$ cat config.mk
export PLATFORM = sky130hd
export DESIGN_NAME = digit_overlay_ctrl_flat
export DESIGN_NICKNAME = d
export VERILOG_FILES = /design/src/rtl/digit_overlay_ctrl_pkg.sv /design/src/rtl/digit_overlay_ctrl_if.sv /design/src/rtl/digit_overlay_ctrl_blank_mask.sv /design/src/rtl/digit_overlay_ctrl.sv /design/src/flat_wrapper.sv
export SDC_FILE = /design/constraint.sdc
export NUM_CORES = 1
export LEC_CHECK = 0
export CORE_ASPECT_RATIO = 1.4
export CORE_MARGIN = 5
export CORE_UTILIZATION = 45
export CTS_CLUSTER_DIAMETER = 60
export DETAILED_ROUTE_END_ITERATION = 16
export PLACE_DENSITY = 0.79
export SKIP_CTS_REPAIR_TIMING = 1
export SLEW_MARGIN = 20
export SYNTH_ARGS = -nofsm -noshare
export SYNTH_HDL_FRONTEND = slang
export SYNTH_SLANG_ARGS = --single-unit
$ cat constraint.sdc
create_clock -name clock -period 1.5 [get_ports clock]
set_clock_uncertainty 0.15 [all_clocks]
set_input_delay 0.375 -clock clock [delete_from_list [all_inputs] [get_ports clock]]
set_output_delay 0.375 -clock clock [all_outputs]
set_load 0.05 [all_outputs]
$ cat src/rtl/digit_overlay_ctrl_pkg.sv
// Shared types and constants for the digit overlay controller.
package digit_overlay_ctrl_pkg;

    typedef enum logic {
        ST_IDLE,
        ST_PENDING
    } upd_state_t;

    localparam int LATENCY     = 4;
    localparam int GLYPH_W     = 8;
    localparam int GLYPH_H     = 16;
    localparam int ROM_LATENCY = 2;

    localparam logic [3:0] BCD_BLANK_MIN = 4'd10;

    // Per-pixel information that has to wait for the ROM data to come back.
    typedef struct packed {
        logic       valid;
        logic       active;
        logic       blank;
        logic [2:0] bit_sel;
    } side_t;

endpackage

$ cat src/rtl/digit_overlay_ctrl_if.sv
// Raster, value-update, character ROM and overlay signals of the digit overlay.
interface digit_overlay_ctrl_if #(
    parameter int DIGITS  = 4,
    parameter int COORD_W = 12
);
    logic                  pix_valid;
    logic [COORD_W-1:0]    pix_x;
    logic [COORD_W-1:0]    pix_y;
    logic                  frame_start;
    logic [4*DIGITS-1:0]   value_bcd;
    logic                  value_load;
    logic [7:0]            rom_address;
    logic [7:0]            rom_q;
    logic                  ovl_valid;
    logic                  ovl_active;
    logic                  ovl_pixel;

    modport master (
        output pix_valid, pix_x, pix_y, frame_start, value_bcd, value_load, rom_q,
        input  rom_address, ovl_valid, ovl_active, ovl_pixel
    );

    modport slave (
        input  pix_valid, pix_x, pix_y, frame_start, value_bcd, value_load, rom_q,
        output rom_address, ovl_valid, ovl_active, ovl_pixel
    );
endinterface

$ cat src/rtl/digit_overlay_ctrl_blank_mask.sv
// Per-digit blank mask: invalid display, non-decimal nibbles and leading zeros.
module digit_blank_mask
    import digit_overlay_ctrl_pkg::*;
#(
    parameter int DIGITS        = 4,
    parameter int BLANK_LEADING = 1
) (
    input  logic [4*DIGITS-1:0] bcd,
    input  logic                valid,
    output logic [DIGITS-1:0]   blank
);

    logic zero_run;

    // Walk from the most significant digit down; digit 0 always stays visible.
    always_comb begin
        blank    = '0;
        zero_run = 1'b1;
        for (int i = DIGITS - 1; i >= 0; i--) begin
            zero_run = zero_run && (bcd[4*i +: 4] == 4'h0);
            blank[i] = !valid
                    || (bcd[4*i +: 4] >= BCD_BLANK_MIN)
                    || ((BLANK_LEADING != 0) && (i != 0) && zero_run);
        end
    end

endmodule

$ cat src/rtl/digit_overlay_ctrl.sv
// Draws a DIGITS-wide decimal number from an external glyph ROM over the raster,
// with the displayed value double-buffered to frame boundaries.
module digit_overlay_ctrl
    import digit_overlay_ctrl_pkg::*;
#(
    parameter int DIGITS        = 4,
    parameter int POS_X         = 64,
    parameter int POS_Y         = 32,
    parameter int SCALE_LOG2    = 0,
    parameter int BLANK_LEADING = 1,
    parameter int COORD_W       = 12
) (
    input  logic                 clock,
    input  logic                 reset_n,
    digit_overlay_ctrl_if.slave  bus
);

    localparam logic [COORD_W:0]   POS_X_EXT  = (COORD_W+1)'(POS_X);
    localparam logic [COORD_W:0]   POS_Y_EXT  = (COORD_W+1)'(POS_Y);
    localparam logic [COORD_W-1:0] BOX_COLS   = COORD_W'(GLYPH_W * DIGITS);
    localparam logic [COORD_W-1:0] BOX_ROWS   = COORD_W'(GLYPH_H);
    localparam logic [2:0]         LAST_DIGIT = 3'(DIGITS - 1);

    upd_state_t            state_q, state_d;
    logic                  commit;
    logic [4*DIGITS-1:0]   pending_q, display_q;
    logic                  display_valid_q;
    logic [DIGITS-1:0]     blank_vec;

    logic                  s0_valid;
    logic [COORD_W-1:0]    s0_x, s0_y;
    logic [COORD_W:0]      dx, dy;
    logic [COORD_W-1:0]    col, row;
    logic                  in_box;
    logic [2:0]            digit_idx;
    logic [3:0]            code;
    logic                  blank_sel;
    side_t                 side_d;
    side_t                 side_q [1:LATENCY-1];

    // Update FSM: a new value waits in pending until the next frame_start.
    always_ff @(posedge clock or negedge reset_n) begin
        if (!reset_n) begin
            state_q         <= ST_IDLE;
            pending_q       <= '0;
            display_q       <= '0;
            display_valid_q <= 1'b0;
        end else begin
            state_q <= state_d;
            if (commit) begin
                display_q       <= pending_q;
                display_valid_q <= 1'b1;
            end
            if (bus.value_load) begin
                pending_q <= bus.value_bcd;
            end
        end
    end

    always_comb begin
        state_d = state_q;
        commit  = 1'b0;
        case (state_q)
            ST_IDLE: begin
                if (bus.value_load) state_d = ST_PENDING;
            end
            ST_PENDING: begin
                commit = bus.frame_start;
                if (bus.value_load)       state_d = ST_PENDING;
                else if (bus.frame_start) state_d = ST_IDLE;
            end
            default: state_d = ST_IDLE;
        endcase
    end

    digit_blank_mask #(
        .DIGITS        (DIGITS),
        .BLANK_LEADING (BLANK_LEADING)
    ) u_blank_mask (
        .bcd   (display_q),
        .valid (display_valid_q),
        .blank (blank_vec)
    );

    // Box geometry: the extra top bit of dx/dy is the borrow for pixels left of or above the box.
    always_comb begin
        dx        = {1'b0, s0_x} - POS_X_EXT;
        dy        = {1'b0, s0_y} - POS_Y_EXT;
        col       = dx[COORD_W-1:0] >> SCALE_LOG2;
        row       = dy[COORD_W-1:0] >> SCALE_LOG2;
        in_box    = !dx[COORD_W] && !dy[COORD_W] && (col < BOX_COLS) && (row < BOX_ROWS);
        digit_idx = LAST_DIGIT - col[5:3];
        code      = 4'h0;
        blank_sel = 1'b0;
        for (int i = 0; i < DIGITS; i++) begin
            if (digit_idx == 3'(i)) begin
                code      = display_q[4*i +: 4];
                blank_sel = blank_vec[i];
            end
        end
        side_d.valid   = s0_valid;
        side_d.active  = in_box;
        side_d.blank   = blank_sel;
        side_d.bit_sel = 3'd7 - col[2:0];
    end

    // Pixel pipeline: sample, address, two ROM cycles, then pick the glyph bit.
    always_ff @(posedge clock or negedge reset_n) begin
        if (!reset_n) begin
            s0_valid        <= 1'b0;
            s0_x            <= '0;
            s0_y            <= '0;
            bus.rom_address <= 8'h00;
            for (int i = 1; i < LATENCY; i++) side_q[i] <= '0;
            bus.ovl_valid   <= 1'b0;
            bus.ovl_active  <= 1'b0;
            bus.ovl_pixel   <= 1'b0;
        end else begin
            s0_valid <= bus.pix_valid;
            s0_x     <= bus.pix_x;
            s0_y     <= bus.pix_y;
            if (!in_box)                    bus.rom_address <= 8'h00;
            else if (code < BCD_BLANK_MIN)  bus.rom_address <= {code, row[3:0]};
            else                            bus.rom_address <= {4'h0, row[3:0]};
            side_q[1] <= side_d;
            for (int i = 2; i < LATENCY; i++) side_q[i] <= side_q[i-1];
            bus.ovl_valid  <= side_q[LATENCY-1].valid;
            bus.ovl_active <= side_q[LATENCY-1].active;
            bus.ovl_pixel  <= bus.rom_q[side_q[LATENCY-1].bit_sel]
                              & side_q[LATENCY-1].active & ~side_q[LATENCY-1].blank;
        end
    end

endmodule

$ cat src/flat_wrapper.sv
// flat-port wrapper written by rule: the top's interface ports become plain ports
module digit_overlay_ctrl_flat import digit_overlay_ctrl_pkg::*;
#(
    parameter int DIGITS        = 4,
    parameter int POS_X         = 64,
    parameter int POS_Y         = 32,
    parameter int SCALE_LOG2    = 0,
    parameter int BLANK_LEADING = 1,
    parameter int COORD_W       = 12
)
  (clock, reset_n, bus_pix_valid, bus_pix_x, bus_pix_y, bus_frame_start, bus_value_bcd, bus_value_load, bus_rom_q, bus_rom_address, bus_ovl_valid, bus_ovl_active, bus_ovl_pixel);
  digit_overlay_ctrl_if #(.DIGITS(DIGITS), .COORD_W(COORD_W)) bus_i ();
  input  logic clock;
  input  logic reset_n;
  input wire logic [$bits(bus_i.pix_valid)-1:0] bus_pix_valid;
  input wire logic [$bits(bus_i.pix_x)-1:0] bus_pix_x;
  input wire logic [$bits(bus_i.pix_y)-1:0] bus_pix_y;
  input wire logic [$bits(bus_i.frame_start)-1:0] bus_frame_start;
  input wire logic [$bits(bus_i.value_bcd)-1:0] bus_value_bcd;
  input wire logic [$bits(bus_i.value_load)-1:0] bus_value_load;
  input wire logic [$bits(bus_i.rom_q)-1:0] bus_rom_q;
  output wire logic [$bits(bus_i.rom_address)-1:0] bus_rom_address;
  output wire logic [$bits(bus_i.ovl_valid)-1:0] bus_ovl_valid;
  output wire logic [$bits(bus_i.ovl_active)-1:0] bus_ovl_active;
  output wire logic [$bits(bus_i.ovl_pixel)-1:0] bus_ovl_pixel;
  assign bus_i.pix_valid = bus_pix_valid;
  assign bus_i.pix_x = bus_pix_x;
  assign bus_i.pix_y = bus_pix_y;
  assign bus_i.frame_start = bus_frame_start;
  assign bus_i.value_bcd = bus_value_bcd;
  assign bus_i.value_load = bus_value_load;
  assign bus_i.rom_q = bus_rom_q;
  assign bus_rom_address = bus_i.rom_address;
  assign bus_ovl_valid = bus_i.ovl_valid;
  assign bus_ovl_active = bus_i.ovl_active;
  assign bus_ovl_pixel = bus_i.ovl_pixel;
  digit_overlay_ctrl #(.DIGITS(DIGITS), .POS_X(POS_X), .POS_Y(POS_Y), .SCALE_LOG2(SCALE_LOG2), .BLANK_LEADING(BLANK_LEADING), .COORD_W(COORD_W)) u_core (.clock(clock), .reset_n(reset_n), .bus(bus_i));
endmodule
==> results.py, run 1 <==
metrics = {
    "detailed_routing": {
        "avgRoutedWirePerCell_microns": 15.0,
        "vias_per_cell": 4.80,
        "drc_errors": 0,
        "vias": 1744,
        "drtPass1Iterations": 3,
        "ant_nets": 0,
        "drt_iter0_drc": 67,
        "routed_wl_mm": 5.45,
    },
    "finish": {
        "nNetsFinal": 321,
        "stdcell_area_sq_um": 4250,
        "num-fill-cells": 469,
        "fin_cells": 363,
        "final_util": 0.643,
        "layout-drive-gt1-share": 0.303,
        "n_antenna_cell": 0,
        "syn2layout_area_growth_pct": 39.4,
    },
    "setup_path": {
        "crit_fanout": 2,
        "critPathBufInv": 1,
        "required_ns": 1.63,
        "r2r-start": "u_core.s0_y[6]$_DFF_PN0_",
        "worst_setup_path_start_kind": "register",
        "crit_start": "u_core.s0_y[6]$_DFF_PN0_",
        "path_cells": "inv_1, ha_1, nor4bb_4, nand4_1, nor3_2, o311a_1",
        "critPathArrivalTime_ns": 1.87,
        "end_kind": "register",
        "slowest_delay_ns": 0.35,
        "crit_type": "register to register",
        "cp_slowest_cell": "dfrtp_1",
        "worst_path_dominant_cell_family": "simple AND/OR/NAND/NOR gates",
    },
    "run": {
        "cap_viol_max_count": 0,
    },
    "cts": {
        "cts_buffers": 9,
        "cts_tree": "done",
        "htreeDepth": 3,
        "clock_latency_ns": 0.34,
        "path_clk_slew_ns": 0.08,
        "cts_buffer_depth": 2,
        "cts.sinks": 88,
        "root_buffer": "clkbuf_8",
    },
    "global_routing": {
        "gr-total-overflow": 0,
        "grt_pass1_wl_mm": 9.17,
        "grt.total_usage": 0.143,
        "grt_pass1_vias": 1942,
        "grt_antenna_before_repair": 0,
        "grt_max_degree": 64,
    },
    "worst_hold_path": {
        "hp-class": "register to register",
        "hp-start": "u_core.side_q[7]$_DFF_PN0_",
    },
    "synthesis": {
        "synth_fp_nets": 237,
        "yosysUniqueCellTypes": 38,
        "syn_inst": 183,
        "synth.avg_cell_area_sq_um": 16.7,
        "synth_ff_type": "dfrtp_1",
        "yosys_warnings": 0,
        "muxShareOfSynthArea": 0.164,
        "yosys.area.top_type": "dfrtp_1",
        "synth_top_area_share": 0.722,
        "synthSimpleGateAreaFrac": 0.0578,
        "seq_area_frac_synth": 0.722,
        "synth_edf_count": 0,
        "ys_top_cells_by_area": "dfrtp_1, mux2_2, mux4_2",
        "netlist_area_sq_um": 3050,
        "yosys.area_share.xor_xnor": 0.00287,
        "synth_top_family_by_area": "multiplexers",
        "synth_common_cells": "dfrtp_1, mux2_2, inv_1",
        "synth-compound-area-share": 0.0320,
        "ys_seq_elements": 88,
        "async_flop_share": 1.00,
        "synth.most_common_cell": "dfrtp_1",
        "synth_fa_ha_area_frac": 0.00410,
    },
    "sta": {
        "finalSetupTns_ns": -1.59,
        "hold_viol": 0,
        "drv_slew": 0,
        "fmax_mhz": 573,
        "post-route-period-util": 1.16,
        "min_period_ns": 1.75,
        "rsz0062_at_grt": "yes",
        "layout_setup_ws_ns": -0.246,
        "worstMarginPinSlew_ns": 0.356,
        "slew_headroom": 0.762,
        "finalSetupViolations": 9,
    },
    "run_status": {
        "failed_checks": "negative setup slack",
        "run_status": "complete, but fails checks",
    },
    "power_and_ir_drop": {
        "leakage_nw": 1.88,
        "power_density_nw_per_um2": 1140,
        "p_total_mw": 4.84,
        "ir_drop_v": 0.000473,
    },
    "placement": {
        "dp_hpwl_mm": 4.00,
        "dp.cells": 346,
        "place_area_sq_um": 4010,
        "io_buffers": 63,
        "gp_congestion": 0.735,
    },
    "floorplan": {
        "std_cell_rows": 35,
        "fp.dieW_microns": 79.6,
        "pin_count": 64,
        "core-area_sq_um": 6610,
        "initial_utilization": 0.461,
        "die_y_microns": 107,
        "fp.dieArea_sq_um": 8550,
    },
}
state kept, by name (all words and copies together), names as in the netlist:
signal	flops
u_core.s0_x	12
u_core.display_valid_q	1
u_core.bus.ovl_active	1
u_core.bus.ovl_pixel	1
u_core.bus.rom_address	8
u_core.side_q	18
u_core.state_q	1
u_core.pending_q	16
u_core.s0_y	12
u_core.s0_valid	1
u_core.display_q	16
u_core.bus.ovl_valid	1
power by group:
part,switching [mW],internal (mW)
Clock,0.777,0.802
Combinational,0.196,0.378
Sequential,0.127,2.56
Total,1.10,3.74
cell usage in the layout (no fill, tap or decap), types with 4 or more instances in the layout:
master and n:
buf_12 14, clkdlybuf4s50_1 51, buf_4 11, dfrtp_1 88, inv_1 7, clkbuf_8 10, nand2_1 5, and2_1 4
mux2_2 32
routing by layer:
| layer | vias to the layer above | part of all wire | GRT usage |
|---|---|---|---|
| met4 | 0 | 0.025 | 0.0737 |
| met3 | 12 | 0.044 | 0.0327 |
| met2 | 46 | 0.53 | 0.241 |
| met5 | - | 0 | 0 |
| met1 | 875 | 0.40 | 0.169 |
| li1 | 811 | - | - |
cell type report:
class / instances / area [sq um] / area share
timing repair buffer: 78 / 895 / 0.210
inverter: 7 / 26.3 / 0.00618
sequential: 88 / 2200 / 0.518
tap: 92 / 115 / 0.0271
clock inverter: 5 / 57.6 / 0.0135
multi-input combinational: 83 / 821 / 0.193
clock buffer: 10 / 138 / 0.0324
per-stage QoR:
stage               worst slack (ns)  hold slack, ns
global route                  -0.375           0.211
global placement              -0.214           0.182
floorplan                    -0.0517         -0.0706
CTS                           -0.329          -0.133
finish                        -0.246           0.199
detailed placement            -0.262           0.186
worst paths after layout:
kind	to	slack, ns	cells after the start
max in group asynchronous	u_core.s0_y[1]$_DFF_PN0_	0.51	3
worst max register to register	u_core.bus.rom_address[6]$_DFF_PN0_	-0.25	6
worst min register to register	u_core.side_q[1]$_DFF_PN0_	0.20	0
worst min-delay path	u_core.side_q[1]$_DFF_PN0_	0.20	0
worst max-delay path	u_core.bus.rom_address[6]$_DFF_PN0_	-0.25	6
min in group asynchronous	u_core.side_q[2]$_DFF_PN0_	0.41	3
kinds of logic (layout without fill, tap and decap cells):
family          after synthesis  count (layout)
compound gates               12              12
xor+xnor                      1               1
fa+ha+maj                     1               1
buf+inv                      12             100
flops                        88              88
mux                          40              40
simple gates                 29              29
No activity file was read; power rests on OpenSTA's default activity.
==> run 2: changes to the inputs <==
--- a/config.mk
+++ b/config.mk
@@ -5,9 +5,11 @@
 export SDC_FILE = /design/constraint.sdc
 export NUM_CORES = 1
 export LEC_CHECK = 0
+export ABC_AREA = 0
 export CORE_ASPECT_RATIO = 1.4
 export CORE_MARGIN = 5
 export CORE_UTILIZATION = 45
+export CTS_BUF_LIST = sky130_fd_sc_hd__clkbuf_16
 export CTS_CLUSTER_DIAMETER = 60
 export DETAILED_ROUTE_END_ITERATION = 16
 export PLACE_DENSITY = 0.79
==> run 2 against run 1 <==
The flow still finishes with violations (negative setup slack). First-iteration DRC count fell by 27%. Critical path type unchanged. Register-to-register slack barely moved. Clock-buffer cell count fell by 1. Flip-flop and latch count did not move. Total power rose by 11%. Maximum frequency rose by 0.43%. Combinational power rose by 1%. Wire length rose by 0.95%. Non-clock buffer count fell by 1. Critical endpoint unchanged. Largest power group unchanged.
==> results.py, run 2 (same netlist as run 1, synthesis figures left out) <==
metrics = {
    "setup_path": {
        "reg2reg_to": "u_core.bus.rom_address[6]$_DFF_PN0_",
        "end_kind": "register",
        "rr_worst_depth": 6,
        "r2r_setup_slack_ns": -0.24,
        "required_ns": 1.62,
        "critPathArrivalTime_ns": 1.85,
        "crit_fanout": 2,
        "crit_type": "register to register",
        "r2r-start": "u_core.s0_y[5]$_DFF_PN0_",
        "worst_setup_path_start_kind": "register",
    },
    "finish": {
        "final_common_cell": "dfrtp_1",
        "nNetsFinal": 320,
        "final_util": 0.656,
        "n_antenna_cell": 0,
        "regArea_sq_um": 2200,
        "largest_register_ffs": 18,
        "multi_input_area_sq_um": 827,
        "layout_common_cells": "dfrtp_1, clkdlybuf4s50_1, mux2_2",
        "layout-drive-gt1-share": 0.300,
        "top_regs": "u_core.side_q: 18 flops, u_core.display_q: 16 flops, u_core.pending_q: 16 flops",
        "stdcell_area_sq_um": 4340,
        "top_register": "u_core.side_q",
        "num-fill-cells": 459,
        "syn2layout_area_growth_pct": 42.2,
    },
    "sta": {
        "rsz0062_at_grt": "yes",
        "slew_headroom": 0.761,
        "worstMarginPinSlew_ns": 0.357,
        "min_period_ns": 1.74,
        "finalSetupViolations": 9,
        "layout_setup_ws_ns": -0.239,
        "post-route-period-util": 1.16,
        "drv_slew": 0,
        "hold_viol": 0,
        "hold_ws_ns": 0.196,
        "fmax_mhz": 575,
    },
    "cts": {
        "cts_buffers": 9,
        "cts.sinks": 88,
        "path_clk_slew_ns": 0.06,
        "cts_tree": "done",
        "cts_buffer_depth": 2,
        "root_buffer": "clkbuf_16",
        "htreeDepth": 3,
        "clock_latency_ns": 0.33,
    },
    "placement": {
        "place_area_sq_um": 4010,
        "gp_congestion": 0.735,
        "io_buffers": 63,
        "dp_hpwl_mm": 4.00,
        "place_ws_ns": -0.262,
    },
    "run_status": {
        "run_status": "complete, but fails checks",
        "failed_checks": "negative setup slack",
    },
    "detailed_routing": {
        "drtPass1Iterations": 3,
        "drt_iter0_drc": 49,
        "ant_nets": 0,
        "vias": 1753,
        "avgRoutedWirePerCell_microns": 15.2,
        "drc_errors": 0,
        "routed_wl_mm": 5.50,
        "vias_per_cell": 4.84,
    },
    "floorplan": {
        "die_y_microns": 107,
        "fp.dieW_microns": 79.6,
        "fp.dieArea_sq_um": 8550,
        "core-area_sq_um": 6610,
        "std_cell_rows": 35,
        "pin_count": 64,
        "initial_utilization": 0.461,
    },
    "global_routing": {
        "grt_pass1_wl_mm": 9.25,
        "grt.total_usage": 0.144,
        "grt_antenna_before_repair": 0,
        "grt_max_degree": 64,
        "grt_pass1_vias": 1985,
        "gr-total-overflow": 0,
    },
    "power_and_ir_drop": {
        "power_density_nw_per_um2": 1240,
        "ir_drop_v": 0.000650,
        "leakage_nw": 1.92,
    },
    "worst_hold_path": {
        "hp-class": "register to register",
        "holdPathStages": 0,
        "hp-start": "u_core.side_q[7]$_DFF_PN0_",
        "whs_endpoint": "u_core.side_q[1]$_DFF_PN0_",
    },
    "run": {
        "cap_viol_max_count": 0,
    },
}
run 2: cell count changes in the layout (fill, tap and decap cells not counted), sizes merged:
cell / delta
clkbuf: -1
buf: -1
clkinv: +1
run 2: power breakdown:
group | total (mW) | switching [mW] | internal [mW]
Combinational | 0.580 | 0.200 | 0.380
Sequential | 2.70 | 0.132 | 2.57
Clock | 2.10 | 0.830 | 1.27
run 2: stage by stage:
stage | TNS, ns | instances | power, mW
6_report | -1.40 | 362 | 5.38
5_1_grt | -2.35 | 362 | 5.62
4_1_cts | -2.25 | 361 | 5.42
3_5_place_dp | -7.71 | 346 | 3.31
3_3_place_gp | -6.31 | 346 | 3.28
2_1_floorplan | -0.138 | 183 | 2.97
run 2: worst max-delay path by stage:
| stage | cells past startpoint | slack [ns] | start | end |
|---|---|---|---|---|
| after CTS | 6 | -0.31 | u_core.s0_y[6]$_DFF_PN0_ | u_core.bus.rom_address[4]$_DFF_PN0_ |
| after global routing | 6 | -0.35 | u_core.s0_y[6]$_DFF_PN0_ | u_core.bus.rom_address[6]$_DFF_PN0_ |
| final | 6 | -0.24 | u_core.s0_y[5]$_DFF_PN0_ | u_core.bus.rom_address[6]$_DFF_PN0_ |
| after floorplan | 4 | -0.05 | u_core.s0_x[3]$_DFF_PN0_ | u_core.bus.rom_address[6]$_DFF_PN0_ |
| after global placement | 4 | -0.21 | bus_rom_q[7] | u_core.bus.ovl_pixel$_DFF_PN0_ |
| after detailed placement | 6 | -0.26 | u_core.s0_y[6]$_DFF_PN0_ | u_core.bus.rom_address[4]$_DFF_PN0_ |
run 2: area by class of cell:
cell class | instances | share of cell area
clock buffer | 9 | 0.0519
timing repair buffer | 77 | 0.204
clock inverter | 6 | 0.0141
tap | 92 | 0.0265
sequential | 88 | 0.507
multi-input combinational | 83 | 0.191
inverter | 7 | 0.00605
run 2: metal layers:
metal | GRT usage | share of wire | vias to the layer above | wire (microns)
met5 | 0 | 0 | - | 0
met4 | 0.0700 | 0.020 | 0 | 110
met3 | 0.0419 | 0.052 | 10 | 286
met2 | 0.243 | 0.54 | 48 | 2980
met1 | 0.165 | 0.39 | 885 | 2120
li1 | - | - | 810 | -
run 2: critical path, stage by stage (launching register included):
cell      delay (ns)
dfrtp_1         0.35
inv_1           0.05
ha_1            0.27
nor4bb_4        0.19
nand4_1         0.23
nor3_2          0.27
o311a_1         0.18
